**config.mk**
```make
export PLATFORM = sky130hd
export DESIGN_NAME = rcpu_mem_bus
export DESIGN_NICKNAME = d
export VERILOG_FILES = /design/src/rtl/rcpu_mem_bus_pkg.sv /design/src/rtl/sync_fifo.sv /design/src/rtl/rcpu_mem_bus.sv
export SDC_FILE = /design/constraint.sdc
export NUM_CORES = 1
export LEC_CHECK = 0
export ABC_AREA = 1
export BUFFER_PORTS_ARGS = -buffer_cell sky130_fd_sc_hd__buf_2
export CAP_MARGIN = 40
export CORE_MARGIN = 2
export CORE_UTILIZATION = 45
export DETAILED_ROUTE_END_ITERATION = 6
export GPL_TIMING_DRIVEN = 0
export PLACE_DENSITY = 0.68
export SETUP_SLACK_MARGIN = 0.15
export SYNTH_ARGS = -nofsm -noshare
export SYNTH_HDL_FRONTEND = slang
export SYNTH_HIERARCHICAL = 1
export SYNTH_SLANG_ARGS = --single-unit
```
**constraint.sdc**
```tcl
create_clock -name clk -period 4.3 [get_ports clk]
set_input_delay 0.43 -clock clk [delete_from_list [all_inputs] [get_ports clk]]
set_output_delay 0.43 -clock clk [all_outputs]
set_load 0.01 [all_outputs]
```
**src/rtl/rcpu_mem_bus_pkg.sv**
```systemverilog
// rtl/rcpu_mem_bus_pkg.sv - IO window offsets and STATUS bit layout shared by rcpu_mem_bus
package rcpu_mem_bus_pkg;

  localparam logic [3:0] IO_TXDATA = 4'd0;
  localparam logic [3:0] IO_STATUS = 4'd1;
  localparam logic [3:0] IO_RXDATA = 4'd2;
  localparam logic [3:0] IO_TIMER  = 4'd3;

  localparam int ST_TXFULL  = 0;
  localparam int ST_TXEMPTY = 1;
  localparam int ST_RXHELD  = 2;
  localparam int ST_TXOVF   = 3;
  localparam int ST_RXOVR   = 4;

  // consecutive stalled cycles before rxOvr fires is 2**STALL_W
  localparam int STALL_W = 8;

endpackage

```
**src/rtl/sync_fifo.sv**
```systemverilog
// rtl/sync_fifo.sv - single-clock FIFO with occupancy count; contents are not reset
module sync_fifo #(
  parameter int W     = 8,
  parameter int DEPTH = 8
) (
  input  logic                     clk,
  input  logic                     rst,
  input  logic                     push,
  input  logic [W-1:0]             pushData,
  input  logic                     pop,
  output logic [W-1:0]             popData,
  output logic                     full,
  output logic                     empty,
  output logic [$clog2(DEPTH):0]   count
);

  localparam int AW = $clog2(DEPTH);

  logic [W-1:0]  mem [DEPTH];
  logic [AW-1:0] wrPtr;
  logic [AW-1:0] rdPtr;
  logic          doPush;
  logic          doPop;

  assign full    = (count == (AW+1)'(DEPTH));
  assign empty   = (count == '0);
  assign doPush  = push & ~full;
  assign doPop   = pop & ~empty;
  assign popData = mem[rdPtr];

  always_ff @(posedge clk) begin
    if (!rst) begin
      wrPtr <= '0;
      rdPtr <= '0;
      count <= '0;
    end else begin
      if (doPush) wrPtr <= wrPtr + AW'(1);
      if (doPop)  rdPtr <= rdPtr + AW'(1);
      case ({doPush, doPop})
        2'b10:   count <= count + (AW+1)'(1);
        2'b01:   count <= count - (AW+1)'(1);
        default: count <= count;
      endcase
    end
  end

  always_ff @(posedge clk) begin
    if (doPush) mem[wrPtr] <= pushData;
  end

endmodule

```
**src/rtl/rcpu_mem_bus.sv**
```systemverilog
// rtl/rcpu_mem_bus.sv - decodes RCPU memory accesses into RAM or a 16-word IO window
module rcpu_mem_bus
  import rcpu_mem_bus_pkg::*;
#(
  parameter int           M          = 16,
  parameter logic [M-1:0] IO_BASE    = 16'hFFF0,
  parameter int           FIFO_DEPTH = 8,
  parameter int           PRESCALE   = 1
) (
  input  logic         clk,
  input  logic         rst,
  input  logic [M-1:0] cpuAddr,
  input  logic [M-1:0] cpuWrite,
  input  logic         cpuWE,
  output logic [M-1:0] cpuRead,
  output logic [M-1:0] ramAddr,
  output logic [M-1:0] ramWData,
  output logic         ramWE,
  input  logic [M-1:0] ramRData,
  output logic [7:0]   txData,
  output logic         txValid,
  input  logic         txReady,
  input  logic [7:0]   rxData,
  input  logic         rxValid,
  output logic         rxReady
);

  localparam int CW = $clog2(FIFO_DEPTH);
  localparam int PW = (PRESCALE > 1) ? $clog2(PRESCALE) : 1;

  logic              isIO;
  logic [3:0]        off;
  logic              ioWE;
  logic              txPush;
  logic              txFull;
  logic              txEmpty;
  logic [CW:0]       txCount;
  logic              txOvf;
  logic              statWE;
  logic              rxClr;
  logic              rxHeld;
  logic [7:0]        rxHold;
  logic              rxOvr;
  logic              stalled;
  logic [STALL_W-1:0] stallCnt;
  logic              timerLoad;
  logic              tick;
  logic [PW-1:0]     prescaler;
  logic [M-1:0]      timerCount;
  logic [M-1:0]      ioRd;

  assign isIO      = (cpuAddr[M-1:4] == IO_BASE[M-1:4]);
  assign off       = cpuAddr[3:0];
  assign ioWE      = cpuWE & isIO;
  assign txPush    = ioWE && (off == IO_TXDATA);
  assign statWE    = ioWE && (off == IO_STATUS);
  assign rxClr     = ioWE && (off == IO_RXDATA);
  assign timerLoad = ioWE && (off == IO_TIMER);

  assign ramAddr  = cpuAddr;
  assign ramWData = cpuWrite;
  assign ramWE    = cpuWE & ~isIO & rst;

  // a write to a full FIFO is dropped even if the consumer pops that cycle
  sync_fifo #(.W(8), .DEPTH(FIFO_DEPTH)) u_txFifo (
    .clk      (clk),
    .rst      (rst),
    .push     (txPush),
    .pushData (cpuWrite[7:0]),
    .pop      (txValid & txReady),
    .popData  (txData),
    .full     (txFull),
    .empty    (txEmpty),
    .count    (txCount)
  );

  assign txValid = (txCount != '0);

  always_ff @(posedge clk) begin
    if (!rst) begin
      txOvf <= 1'b0;
    end else if (txPush && txFull) begin
      txOvf <= 1'b1;
    end else if (statWE && cpuWrite[ST_TXOVF]) begin
      txOvf <= 1'b0;
    end
  end

  assign rxReady = rst & ~rxHeld;
  assign stalled = rxValid & rxHeld;

  // the clearing write wins; a waiting byte is taken on the following cycle
  always_ff @(posedge clk) begin
    if (!rst) begin
      rxHeld <= 1'b0;
      rxHold <= '0;
    end else if (rxClr) begin
      rxHeld <= 1'b0;
    end else if (rxValid && rxReady) begin
      rxHeld <= 1'b1;
      rxHold <= rxData;
    end
  end

  always_ff @(posedge clk) begin
    if (!rst) begin
      stallCnt <= '0;
      rxOvr    <= 1'b0;
    end else begin
      stallCnt <= stalled ? stallCnt + STALL_W'(1) : '0;
      if (stalled && (stallCnt == '1)) begin
        rxOvr <= 1'b1;
      end else if (statWE && cpuWrite[ST_RXOVR]) begin
        rxOvr <= 1'b0;
      end
    end
  end

  assign tick = (prescaler == PW'(PRESCALE - 1));

  always_ff @(posedge clk) begin
    if (!rst) begin
      prescaler  <= '0;
      timerCount <= '0;
    end else if (timerLoad) begin
      prescaler  <= '0;
      timerCount <= cpuWrite;
    end else if (tick) begin
      prescaler  <= '0;
      timerCount <= timerCount + M'(1);
    end else begin
      prescaler  <= prescaler + PW'(1);
    end
  end

  always_comb begin
    ioRd = '0;
    case (off)
      IO_STATUS: begin
        ioRd[ST_TXFULL]  = txFull;
        ioRd[ST_TXEMPTY] = txEmpty;
        ioRd[ST_RXHELD]  = rxHeld;
        ioRd[ST_TXOVF]   = txOvf;
        ioRd[ST_RXOVR]   = rxOvr;
      end
      IO_RXDATA: ioRd[7:0] = rxHold;
      IO_TIMER:  ioRd      = timerCount;
      default:   ioRd      = '0;
    endcase
  end

  assign cpuRead = isIO ? ioRd : ramRData;

endmodule

```
Word level (Yosys, flattened, before mapping)
Memory sizes are Yosys's and may differ from the RTL's. A register that Yosys moved wholly into a read port is not among the register bits.
Index checks and enable logic that the tools add are counted.
- muxes and demuxes: 15
- bitwise operators: 15
- add/subtract/negate cells: 7
- equal/unequal tests: 9
- reduce and logical (&&, ||, !) cells: 19
- operators with widths (cell ; count):
    16-bit 2-to-1 mux ; 3
    16-bit by 1-bit adder with 16-bit output (second input constant) ; 1
    5-bit case mux with 3 select lines ; 1
    12-bit equality test (second input constant) ; 1
    1-bit logical AND ; 9
    8-bit by 1-bit adder with 8-bit output (second input constant) ; 1
    1-bit AND ; 8
    4-bit by 2-bit equality test with 1-bit output (second input constant) ; 2
    8-bit equality test (second input constant) ; 1
    4-bit zero test ; 2
    8-bit 2-to-1 mux ; 1
    4-bit case mux with 2 select lines ; 1
    1-bit NOT ; 7
    3-bit by 1-bit adder with 3-bit output (second input constant) ; 2
    1-bit 2-to-1 mux ; 6
    3-bit 2-to-1 mux ; 2
    3-bit case mux with 2 select lines ; 1
    2-bit nonzero test ; 3
    4-bit by 1-bit adder with 4-bit output (second input constant) ; 1
    4-bit by 1-bit equality test with 1-bit output (second input constant) ; 1
    4-bit equality test (second input constant) ; 1
    2-bit AND reduction ; 2
    4-bit nonzero test ; 1
    4-bit by 1-bit subtractor with 4-bit output (second input constant) ; 1
    other kinds (6) ; 6
- bits in writable memories: 64
- output and inout port bits: 59
- input bits: 61
- flip-flop bits (word level): 46
- logic and storage cells: 76
- memories kept: 1
- memories (name ; depth ; width ; rd ports ; clocked after Yosys merged registers in ; write ports ; RTL line ; text):
    u_txFifo.mem ; 8 ; 8 ; 1 ; 1 ; 1 ; sync_fifo.sv:19 ; logic [W-1:0] mem [DEPTH];

Longest topological paths before layout
- depth after elaboration: 6
- depth in mapped cells: 17
- depth with buffers taken out: 16

Modules after synthesis
The synthesis kept the hierarchy.
- modules (own cells, without submodules) (module ; times used ; cells each ; sequential area each (sq um) ; area each (sq um)):
    sync_fifo ; 1 ; 276 ; 2182.1 ; 3171.8
    rcpu_mem_bus ; 1 ; 435 ; 720.7 ; 2705.1

Worst setup path after synthesis
OpenSTA, ideal clock, no wires.
- path type: input -> register
- start point: input port cpuAddr[13]
- end point: register u_txFifo.count[2]
- stages: 15
- buffers on the path: 1
- required time: 4.187 ns
- setup slack: 1.884 ns
- setup time: 0.113 ns
- data arrival time: 2.303 ns
- path through: nand2_1 -> nor2_2 -> nand3_2 -> nor2_2 -> buf_2 -> and3_1 -> nand2_2 -> ha_1 -> nor2_1 -> nor2_2 -> ha_1 -> a21oi_1 -> xnor2_1 -> o21ai_1 -> inv_1
- cells in the longest elaborated chain, start to end: 6
- elaborated cells between the ends (all ways): 8
- those cells by class: eq/ne (3); mux (1); bitwise (2); reduce/logical (2)
- ends and longest elaborated chain (item ; RTL line ; text):
    start: declaration ; rcpu_mem_bus.sv:12 ; input logic [M-1:0] cpuAddr,
    12-bit equality test * ; rcpu_mem_bus.sv:52 ; assign isIO = (cpuAddr[M-1:4] == IO_BASE[M-1:4]);
    1-bit AND * ; rcpu_mem_bus.sv:54 ; assign ioWE = cpuWE & isIO;
    1-bit logical AND * ; rcpu_mem_bus.sv:55 ; assign txPush = ioWE && (off == IO_TXDATA);
    via txPush ; rcpu_mem_bus.sv:34 ; logic txPush;
    1-bit AND * ; sync_fifo.sv:27 ; assign doPush = push & ~full;
    2-bit by 1-bit equality test with 1-bit output or 2-bit equality test (tied branches) ; sync_fifo.sv:39 ; case ({doPush, doPop})
    4-bit case mux with 2 select lines or 2-bit nonzero test (tied branches) ; - ;
    end signal: assignment ; sync_fifo.sv:40 ; 2'b10: count <= count + (AW+1)'(1);
    end signal: assignment ; sync_fifo.sv:41 ; 2'b01: count <= count - (AW+1)'(1);
    end signal: assignment ; sync_fifo.sv:42 ; default: count <= count;
    end: declaration ; sync_fifo.sv:14 ; output logic [$clog2(DEPTH):0] count
The timed path passes the listed nets; every way through them passes the cells marked *.
A chain may end at the register's enable or synchronous reset.

Worst setup path in the final report
- start point: input port cpuAddr[12]
- end point: register u_txFifo.count[2]
Same word-level chain as after synthesis.

==> flow_summary.json <==
{
  "status": "finished clean",
  "switchingPower_mw": 0.575,
  "vias_per_cell": 5.11,
  "diodes": 0,
  "power_density_nw_per_um2": 379,
  "cts_buffer_depth": 2,
  "drt_iter0_markers": 415,
  "r2r_start": "u_txFifo/count[1]",
  "htreeDepth": 4,
  "syn_to_final_growth_pct": 24.1,
  "crit_required_ns": 4.61,
  "p_clk_frac": 0.513,
  "syn_area_um2": 5880,
  "layout_setup_ws_ns": 1.78,
  "peakVddDrop_v": 0.000199,
  "root_buffer": "clkbuf_16",
  "dp_slack_ns": 1.38,
  "dieArea_um2": 14000,
  "grt_max_degree": 17,
  "comb_power_share": 0.065,
  "grt_pass1_wl_mm": 24.1,
  "whs_path_depth": 1,
  "hpwl_mm": 10.6,
  "final.setup_skew_ns": 0.00764,
  "clk_latency_ns": 0.41,
  "p_leak_nw": 3.08,
  "numCtsBuffers": 17,
  "fin_crit_ns": 2.52,
  "nNetsFinal": 917,
  "place.gp.congestion": 0.916,
  "core_um2": 12700,
  "dr_total_vias": 5286,
  "maxCapViolCount": 0,
  "crit_family": "simple AND/OR/NAND/NOR gates",
  "fin_crit_sh": 0.585,
  "synth_top_flop_cell": "edfxtp_1",
  "finalSetupViolations": 0,
  "yosysMostFrequentCell": "nand2_1",
  "cp_cell_sequence": "buf_2 -> nand2_1 -> nor2_2 -> nand3_2 -> nor2_2 -> buf_2 -> and3_1 -> nand2_2 -> ha_1 -> nor2_1 -> nor2_2 -> ha_1 -> a21oi_1 -> xnor2_1 -> o21ai_1 -> inv_1",
  "finalHoldViolations": 0,
  "crit_type": "input pin to register",
  "seq_area_frac_synth": 0.494,
  "cts_tree": "yes",
  "crit_buf_inv": 3,
  "cts_sinks": 113,
  "die_x_um": 118,
  "tightest_slew_ns": 0.854,
  "synthArstFlopShare": 0,
  "initial_core_util": 0.464,
  "dr.pass1.iters": 7,
  "clkTransAtPathRegs_ns": 0.05,
  "routed_wirelength_mm": 14.5,
  "hold_path.class": "input pin to register",
  "rows": 41,
  "yosys_warnings": 6,
  "synth_commonest_cells": "nand2_1 (162), nor2_1 (105), edfxtp_1 (64)",
  "cts_hold_buf": 0,
  "grt_usage": 0.214,
  "synth_cell_types": 38,
  "io_buffers": 119,
  "post-route-drc-count": 0,
  "crit_arrival_ns": 2.82,
  "overflow": 0,
  "min_delay_worst_endpoint": "u_txFifo/mem[1][5]",
  "r2r.worst_path.cells": 12,
  "tns_ns": 0,
  "wl_per_cell_um": 14.0,
  "worstReg2RegEnd": "u_txFifo/count[2]",
  "critPathLaunchType": "input pin",
  "hp-start": "cpuWrite[5]",
  "maxSlewViolCount": 0,
  "cts.repair.resized": 0,
  "drive_gt1_frac": 0.256,
  "synth_nets": 779,
  "slowest_delay_ns": 0.27,
  "antenna_found_initial": 0,
  "fmax_mhz": 397,
  "end_kind": "register",
  "internal-power_mw": 2.19,
  "synth_area_per_cell_um2": 8.27,
  "sw_frac_of_total": 0.208,
  "slew_headroom": 0.429,
  "fp.dieH_um": 118,
  "synth_seq_cells": 113,
  "synthCells": 711,
  "p_seq_frac": 0.422,
  "cts_setup_buffers": 0,
  "synth_top_area_share": 0.327,
  "grt_pass1_vias": 5161,
  "slowest_stage": "ha_1",
  "synth_edf_count": 64,
  "postRouteAntennaNets": 0,
  "yosys-top-cells-area": "edfxtp_1 (33%), dfxtp_1 (17%), nand2_1 (10%), nor2_1 (6.7%), buf_4 (4.3%)",
  "crit_fanout": 10,
  "rsz0062_at_grt": "no",
  "yosysTopAreaCell": "edfxtp_1",
  "ios": 120,
  "r2r_slack_ns": 1.84,
  "crit_top_cell": "nor2_2"
}
[metal layers]
metal	global-route usage	vias up	wire, µm
li1	-	2631	-
met1	0.278	2429	6460
met2	0.345	208	6780
met3	0.0661	18	1090
met4	0.0610	0	139
met5	0	-	0
[cells by family (layout without fill, tap and decap cells)]
group | count (synthesis) | in the layout | synth area share
DFF | 113 | 113 | 0.494
adders and majority gates | 7 | 7 | 0.0149
xor gates and xnor gates | 5 | 5 | 0.00745
muxes | 8 | 8 | 0.0136
other | 1 | 1 | 0.000638
AOI/OAI and AO/OA | 107 | 107 | 0.0999
buffers and inverters | 107 | 258 | 0.0988
and+or+nand+nor | 363 | 363 | 0.271
[power by group through the flow]
stage          registers [mW]  logic (mW)  clock network (mW)
2_1_floorplan            1.18      0.0985                   0
3_5_place_dp             1.19       0.179                   0
4_1_cts                  1.17       0.180                1.43
3_3_place_gp             1.19       0.175                   0
6_report                 1.17       0.179                1.42
5_1_grt                  1.17       0.200                1.49
[registers in the layout, summed over array words and instances (netlist names), named ones only]
name,count
u_txFifo/mem,64
prescaler,1
rxHold,8
u_txFifo/count,4
u_txFifo/wrPtr,3
rxOvr,1
rxHeld,1
u_txFifo/rdPtr,3
txOvf,1
timerCount,16
stallCnt,8
[placed cells by master (no fill, tap or decap), types with 29 or more instances in the layout]
cell / instances
edfxtp_1: 64
buf_4: 34
nor2_1: 105
buf_2: 130
a21oi_1: 32
nand3_1: 49
nand2_1: 162
o21ai_1: 29
dfxtp_1: 49
inv_1: 42
[per-stage QoR]
step	util	total power, mW	cell area [µm²]	cells	hold WS, ns
after global placement	0.528	1.36	6690	1002	0.430
after floorplan	-	1.28	5880	711	0.418
after CTS	0.576	2.78	7290	1034	0.314
after detailed placement	0.528	1.37	6690	1002	0.440
after global routing	0.576	2.86	7290	1034	0.329
final	0.576	2.76	7290	1034	0.319
[area by class of cell]
class	instances	area [µm²]
Inverter	51	191
Sequential cell	113	2900
Fill cell	1156	5380
Timing Repair Buffer	119	596
Buffer	56	389
Clock inverter	10	133
Clock buffer	22	474
Tap cell	172	215
Multi-Input combinational cell	491	2390
[worst max path at each step]
stage / startpoint / to / depth (start not counted)
global route: cpuAddr[12] / u_txFifo/count[2] / 17
detailed placement: cpuAddr[12] / u_txFifo/mem[5][2] / 11
finish: cpuAddr[12] / u_txFifo/count[2] / 16
floorplan: cpuAddr[13] / u_txFifo/count[2] / 15
global placement: cpuAddr[12] / u_txFifo/mem[7][2] / 11
CTS: cpuAddr[12] / u_txFifo/mem[5][0] / 11
Note: power is estimated with default switching activity, not from simulation.
